File: src/rtl/glyph_row_fetcher.sv
// Walks one digit glyph ROM row by row over a shared address bus and
// presents each packed row on a valid/ready stream.
module glyph_row_fetcher #(
    parameter int unsigned GLYPH_W    = 8,
    parameter int unsigned GLYPH_H    = 16,
    parameter int unsigned ADDR_W     = 7,
    parameter int unsigned NUM_GLYPHS = 10
) (
    input  logic                       clock,
    input  logic                       reset,
    input  logic                       start,
    input  logic [3:0]                 digit,
    output logic                       busy,
    output logic                       done,
    output logic                       start_err,
    output logic [ADDR_W-1:0]          rom_address,
    input  logic [NUM_GLYPHS-1:0]      rom_q,
    output logic                       row_valid,
    input  logic                       row_ready,
    output logic [GLYPH_W-1:0]         row_data,
    output logic [$clog2(GLYPH_H)-1:0] row_index,
    output logic                       row_last
);

    localparam int unsigned COL_W = $clog2(GLYPH_W);
    localparam int unsigned ROW_W = $clog2(GLYPH_H);
    localparam logic [COL_W-1:0] COL_MAX = COL_W'(GLYPH_W - 1);
    localparam logic [ROW_W-1:0] ROW_MAX = ROW_W'(GLYPH_H - 1);

    typedef enum logic [1:0] {
        IDLE    = 2'd0,
        FETCH   = 2'd1,
        DRAIN   = 2'd2,
        PRESENT = 2'd3
    } state_t;

    state_t             state;
    state_t             state_n;
    logic [3:0]         digit_q;
    logic [3:0]         digit_n;
    logic [COL_W-1:0]   col;
    logic [COL_W-1:0]   col_n;
    logic [COL_W-1:0]   col_inc;
    logic [ROW_W-1:0]   row_inc;
    logic               issued;
    logic               issued_n;
    logic               cap_en;
    logic               digit_ok;
    logic               handshake;

    logic               busy_n;
    logic               done_n;
    logic               start_err_n;
    logic [ADDR_W-1:0]  addr_n;
    logic               valid_n;
    logic [GLYPH_W-1:0] data_n;
    logic [ROW_W-1:0]   index_n;
    logic               last_n;

    assign digit_ok  = 5'(digit) < 5'(NUM_GLYPHS);
    assign col_inc   = col + COL_W'(1);
    assign row_inc   = row_index + ROW_W'(1);
    assign handshake = row_valid && row_ready;

    // State register
    always_ff @(posedge clock or posedge reset) begin
        if (reset) begin
            state <= IDLE;
        end else begin
            state <= state_n;
        end
    end

    // Next-state logic
    always_comb begin
        state_n = state;
        case (state)
            IDLE:    if (start && digit_ok) state_n = FETCH;
            FETCH:   if (col == COL_MAX) state_n = DRAIN;
            DRAIN:   state_n = PRESENT;
            PRESENT: if (handshake) state_n = row_last ? IDLE : FETCH;
            default: state_n = IDLE;
        endcase
    end

    // Next values of the registered outputs and datapath
    always_comb begin
        busy_n      = busy;
        done_n      = 1'b0;
        start_err_n = 1'b0;
        addr_n      = rom_address;
        valid_n     = row_valid;
        index_n     = row_index;
        last_n      = row_last;
        col_n       = col;
        digit_n     = digit_q;
        issued_n    = 1'b0;
        // q reflects the address issued two edges ago; cap_en tracks that
        data_n      = cap_en ? {row_data[GLYPH_W-2:0], rom_q[digit_q]} : row_data;
        case (state)
            IDLE: begin
                if (start && !digit_ok) begin
                    start_err_n = 1'b1;
                end else if (start) begin
                    digit_n  = digit;
                    index_n  = '0;
                    col_n    = '0;
                    addr_n   = '0;
                    issued_n = 1'b1;
                    busy_n   = 1'b1;
                end
            end
            FETCH: begin
                if (col == COL_MAX) begin
                    col_n = '0;
                end else begin
                    col_n    = col_inc;
                    addr_n   = ADDR_W'({row_index, col_inc});
                    issued_n = 1'b1;
                end
            end
            DRAIN: begin
                valid_n = 1'b1;
                last_n  = (row_index == ROW_MAX);
            end
            PRESENT: begin
                if (handshake) begin
                    valid_n = 1'b0;
                    last_n  = 1'b0;
                    if (row_last) begin
                        busy_n = 1'b0;
                        done_n = 1'b1;
                        addr_n = '0;
                    end else begin
                        index_n  = row_inc;
                        col_n    = '0;
                        addr_n   = ADDR_W'({row_inc, COL_W'(0)});
                        issued_n = 1'b1;
                    end
                end
            end
            default: begin
                busy_n = 1'b0;
            end
        endcase
    end

    // Output and datapath registers
    always_ff @(posedge clock or posedge reset) begin
        if (reset) begin
            busy        <= 1'b0;
            done        <= 1'b0;
            start_err   <= 1'b0;
            rom_address <= '0;
            row_valid   <= 1'b0;
            row_data    <= '0;
            row_index   <= '0;
            row_last    <= 1'b0;
            col         <= '0;
            digit_q     <= '0;
            issued      <= 1'b0;
            cap_en      <= 1'b0;
        end else begin
            busy        <= busy_n;
            done        <= done_n;
            start_err   <= start_err_n;
            rom_address <= addr_n;
            row_valid   <= valid_n;
            row_data    <= data_n;
            row_index   <= index_n;
            row_last    <= last_n;
            col         <= col_n;
            digit_q     <= digit_n;
            issued      <= issued_n;
            cap_en      <= issued;
        end
    end

endmodule
File: config.mk
export PLATFORM = sky130hd
export DESIGN_NAME = glyph_row_fetcher
export DESIGN_NICKNAME = d
export VERILOG_FILES = /design/src/rtl/glyph_row_fetcher.sv
export SDC_FILE = /design/constraint.sdc
export NUM_CORES = 1
export LEC_CHECK = 0
export CORE_MARGIN = 8
export CORE_UTILIZATION = 35
export DETAILED_ROUTE_END_ITERATION = 7
export PLACE_DENSITY = 0.63
export SYNTH_ARGS = -nofsm -noshare
export SYNTH_HDL_FRONTEND = slang
export SYNTH_SLANG_ARGS = --single-unit
export TNS_END_PERCENT = 10
File: constraint.sdc
create_clock -name clock -period 3.7 [get_ports clock]
set_input_delay 0.37 -clock clock [delete_from_list [all_inputs] [get_ports clock]]
set_output_delay 0.37 -clock clock [all_outputs]
set_load 0.05 [all_outputs]
# == Yosys cells after proc, flatten, opt, wreduce, memory -nomap -nowiden ==
# Cells that the tools add are included.
# totals
regBits,35
input_bits,18
out_inout_bits,24
word_cells,89
# op_classes
addsub,2
magnitude_cmp,2
n_eq_ne,13
mux,43
bitwise,1
n_reduce_logical,15
# op_table
cell,n
7-bit 2-to-1 mux,5
7-bit one-hot mux with 3 select lines,1
5-bit AND reduction,4
1-bit 2-to-1 mux,17
4-bit 2-to-1 mux,4
"2-bit != test, second input constant",8
3-bit 2-to-1 mux,5
3-bit one-hot mux with 3 select lines,1
2-bit one-hot mux with 4 select lines,1
4-bit one-hot mux with 2 select lines,1
2-bit 2-to-1 mux,3
1-bit one-hot mux with 2 select lines,3
3-bit AND reduction,2
"4-bit by 5-bit < comparator with 1-bit output, second input constant",1
"4-bit by 1-bit adder with 4-bit output, second input constant",1
1-bit binary-select mux with 4-bit select,1
"2-bit equality test, second input constant",2
"4-bit equality test, second input constant",1
"4-bit < comparator, second input constant",1
2-bit nonzero test,2
"3-bit by 1-bit adder with 3-bit output, second input constant",1
"3-bit equality test, second input constant",1
1-bit logical AND,3
1-bit one-hot mux with 3 select lines,1
other kinds (6),6

# == Logic depth before layout (Yosys ltp) ==
# logic_depth
word_depth,5
depth_mapped,7
depth_no_buf,6

# == Worst setup path after synthesis ==
# No wires, ideal clock.
# synth_timing
path_kind,register -> register
startpoint,register row_valid
endpoint,register col[0]
setup_time_ns,0.125
arrival_ns,1.696
t_required_ns,3.575
slack_ns,1.879
stages_incl_launch_ff,5
n_path_buf,0
period_less_slack_ns,1.821
path_cell_list,dfrtp_1 > nand2_1 > o21a_1 > a311o_1 > mux2_4
# synth_between
elab_chain_len,3
# synth_lines
item,line_no,text
from (decl),18,"output logic row_valid,"
from (signal assigned),168,row_valid <= valid_n;
1-bit logical AND,63,assign handshake = row_valid && row_ready;
2-bit != test (no line),n/a,
5-bit AND reduction (no line),n/a,
to (signal assigned),172,col <= col_n;
to (decl),41,logic [COL_W-1:0] col;
# No other way between the ends.
# A chain may end at the register's enable or synchronous reset.

# == Final worst setup path ==
# layout_timing
startpoint,register row_last
endpoint,output row_last
# layout_rtl
item,line_no,text
from (decl),22,output logic row_last
from (signal assigned),171,row_last <= last_n;
# No word-level cell between the ends.

==> metrics list <==
* Result of the run: complete, no violations
* Die X: 86.54 microns
- After synthesis, the share of cell area in mux cells is 16.81%.
* Highest attainable clock frequency: 493.6 MHz
- Setup violations remaining at the end of the flow were counted as 0.
- Across the run, the number of max-cap violations was 0.
- In this run, the clock network consumes 16.4% of the power.
* Via count of the first global-routing pass: 1304
* Global-route usage over all layers: 10.64%
- Kind of end point of the critical path: output port
* Non-Filler Instances: 268
- For the final database, setup skew stands at 5.377 ps.
* Syn. warnings: 0
* Net count after synthesis: 181
- Total power: 2.155 mW
* Routed via count: 1290
* Most common library cell in the layout ignoring fill and taps: clkdlybuf4s50_1
- Number of routed nets with antenna violations: 0
* Final critical delay including setup and external delays: 2026 ps
* Reg clk slew, reported paths: 70 ps
- CP Data Arrival Time: 1660 ps
- Final global-route overflow total: 0
* Number of DRC violations after detailed-routing iteration 0: 48
* Port Buffer Count: 41
- Post-CTS repair changed the size of 0 cells.
- At the pin with the least slew margin, the transition time is 868.1 ps.
* Power density cells: 918.4 nW/um^2
* Largest family of logic cells by synthesized area: multiplexers
- In this run, synthesis produced a sequential element count of 35.
- Of the synthesized area, sequential elements account for 50.29%.
* Diode count: 0
- Entering global routing, the biggest net connects 25 pins.
- The worst hold path begins at issued.
- The layout has 441 filler cells.
- Gate count of the mapped netlist: 155
- The first detailed-routing pass took 4 iterations.
- Xor/xnor share of the synthesized area: 0.5029%
- Prevailing post-synth register cell: dfrtp_1
- The number of max-slew violations in the final report is 0.
* Register-to-register setup slack: 1770 ps
- The worst setup path is of the flip-flop to output port kind.
- The floorplan step defined a die boundary enclosing 7489 sq um.
- Syn-to-layout area delta: 34.70%
- In this run the critical register-to-register path is captured at rom_address[2].
- Static leakage: 1.011 nW
* WHS: 361.2 ps
- The first global-routing pass estimated 6361 microns of wire.
* Maximum resistive drop on vdd: 0.4132 mV
- Registers take 875.8 sq um.
- Relative slew margins: 42.06%
* Starting Density: 36.63%
- Post-DR vias/cell: 4.813
- Hold Crit Endpoint: cap_en
- The routed design has 3833 microns of wire.
* Worst min-delay path category: flip-flop to flip-flop
- Walking the worst path, the cells encountered are clkdlybuf4s50_1.
- The number of different library cells used by synthesis comes to 36.
- Internal power consumption: 1.214 mW
- Last weighted congestion value of the routability-driven placer: 0.7730
- Buffers inserted to repair hold after CTS numbered 0.
* Ys async rst share: 100.0%
* Library cell occupying the most area in the post-synthesis netlist: dfrtp_1
* DIE HEIGHT: 86.54 microns
* Clock Sink Count: 35
- Share of power burned in registers: 31.3%
- The floorplan has 25 rows.
- The synthesized netlist devotes 5.747% of its cell area to adder and majority cells.
- Largest stage delay on the critical path: 870 ps
- Number of buffers on the longest clock path: 2
- Summed over all nets, the half-perimeter wirelength after detailed placement is 3016 microns.
- Core Region: 4755 sq um
- CTS tree: yes
* Critical path startpoint category: flip-flop
- Crit path max-delay family: buffers and inverters
- Worst-Skew Late Latency: 290 ps
- Counting tap cells, the placed design contains a total of 260 instances.
- Number of buffers added by the clock tree synthesis step: 5
* Period utilisation layout: 54.76%
* Wire length per cell after detailed routing: 14.30 microns
* Net switching power figure: 0.9409 mW
- Ratio of cells with drive above 1 in the final layout: 15.42%
* Required arrival time at the worst endpoint: 3330 ps
- Summing the areas of all and, or, nand and nor instances in the mapped netlist gives 11.06% of the synthesized area.
- Combinational cells account for 52.3% of the total power.
- Final number of hold-violating endpoints: 0
* Crit path buffers/inverters: 1
- Number of buffers added for setup after CTS: 0
- Number of design rule violations left after detail routing: 0
* Largest fanout of any net on the critical path: 9
- The synthesized design contains 0 enable-type register cells.
- 42 I/O pins were placed.
- The H-tree was split into 2 levels.
- Highest-count cells in the layout ignoring fill and taps: clkdlybuf4s50_1, dfrtp_1, mux2_2
* Share of the synthesized area in compound gates (AO/OA/AOI/OAI): 12.36%
- The cell sitting at the root of the clock tree is a clkbuf_8.
- Among all stages on the critical path, the largest delay is contributed by clkdlybuf4s50_1.
* RSZ-0062 raised after global routing: false
- Share of total power consumed by net switching: 43.67%
- The worst hold path passes through 0 cells.
- In this run the mean area of a mapped cell was 11.24 sq um.
- Depth of the most critical reg-to-reg path: 5
- Number of antenna violations at the first check in global routing: 0
* Startpoint of the worst register-to-register path: state[1]
* Area fraction of the dominant cell type after synthesis: 50.29%
* # nets final: 226
- Top cells by area, synth: dfrtp_1, mux2_2, ha_1, mux2i_1, o21ai_0
- Combined area of the multi-input logic cells: 809.5 sq um
* Synthesized cell area: 1742 sq um
- Post-Route Setup TNS: 0 ps
-- worst max path at each step --
stage | from | slack [ps] | end | cells past startpoint
2_1_floorplan | row_valid | 1880 | col[0] | 4
3_3_place_gp | start | 1580 | col[0] | 4
3_5_place_dp | start | 1540 | col[2] | 4
4_1_cts | row_last | 1650 | row_last | 1
5_1_grt | row_last | 1630 | row_last | 1
6_report | row_last | 1670 | row_last | 1
-- power groups by stage --
stage,registers (mW),logic [mW],clock network (mW)
after floorplan,0.951,0.525,0
after global placement,0.672,1.11,0
after detailed placement,0.683,1.13,0
after CTS,0.677,1.14,0.363
after global routing,0.703,1.20,0.383
final,0.675,1.13,0.353
-- flip-flops by register name (all words and copies together), names as in the netlist --
signal / count
row_index: 4
cap_en: 1
issued: 1
rom_address: 7
state: 2
digit_q: 4
busy: 1
row_valid: 1
start_err: 1
row_last: 1
row_data: 8
done: 1
col: 3
-- cell usage after synthesis, drive strengths merged, types with 2 or more instances --
cell type  instances
o211ai             3
nand3              3
nor2               6
ha                 8
nand2b             3
o21ai             12
clkbuf             4
inv               11
a21boi             2
dfrtp             35
mux2              18
o22ai              2
mux2i              6
a21oi              6
nor2b              4
a31oi              4
nand2             12
-- routing by layer --
layer  track usage (%)  wire length, microns
met5                 0                     0
met1             12.24                  1665
met4             3.286                    51
met2             18.26                  1904
met3             3.403                   211
-- through the flow --
stage	setup slack (ps)	area [sq um]	util [%]
after floorplan	1879	1742	-
after global placement	1579	2228	46.87
after detailed placement	1545	2228	46.87
after CTS	1654	2346	49.34
after global routing	1631	2346	49.34
final	1674	2346	49.34
-- layout make-up --
cell class	instances	share of cell area, %
clock inverters	2	1.493
flip-flops and latches	35	37.33
inverters	11	1.760
repair buffers	42	17.81
well taps	67	3.573
clock buffers	6	3.520
multi-input cells	105	34.51
-- worst register-to-register path, stage by stage (launching register included) --
cell and delay [ps]:
dfrtp_1 390, ha_1 420, a21boi_0 340, a31oi_1 100, nand2_2 190, mux2_2 360
-- logic make-up after synthesis --
kind of cell,count (synthesis)
adder cells (fa/ha/maj),8
AND/OR/NAND/NOR,37
XOR/XNOR,1
buffers and inverters,15
multiplexers,25
flip-flops,35
AO/OA/AOI/OAI,34
(Power assumes the default switching activity.)
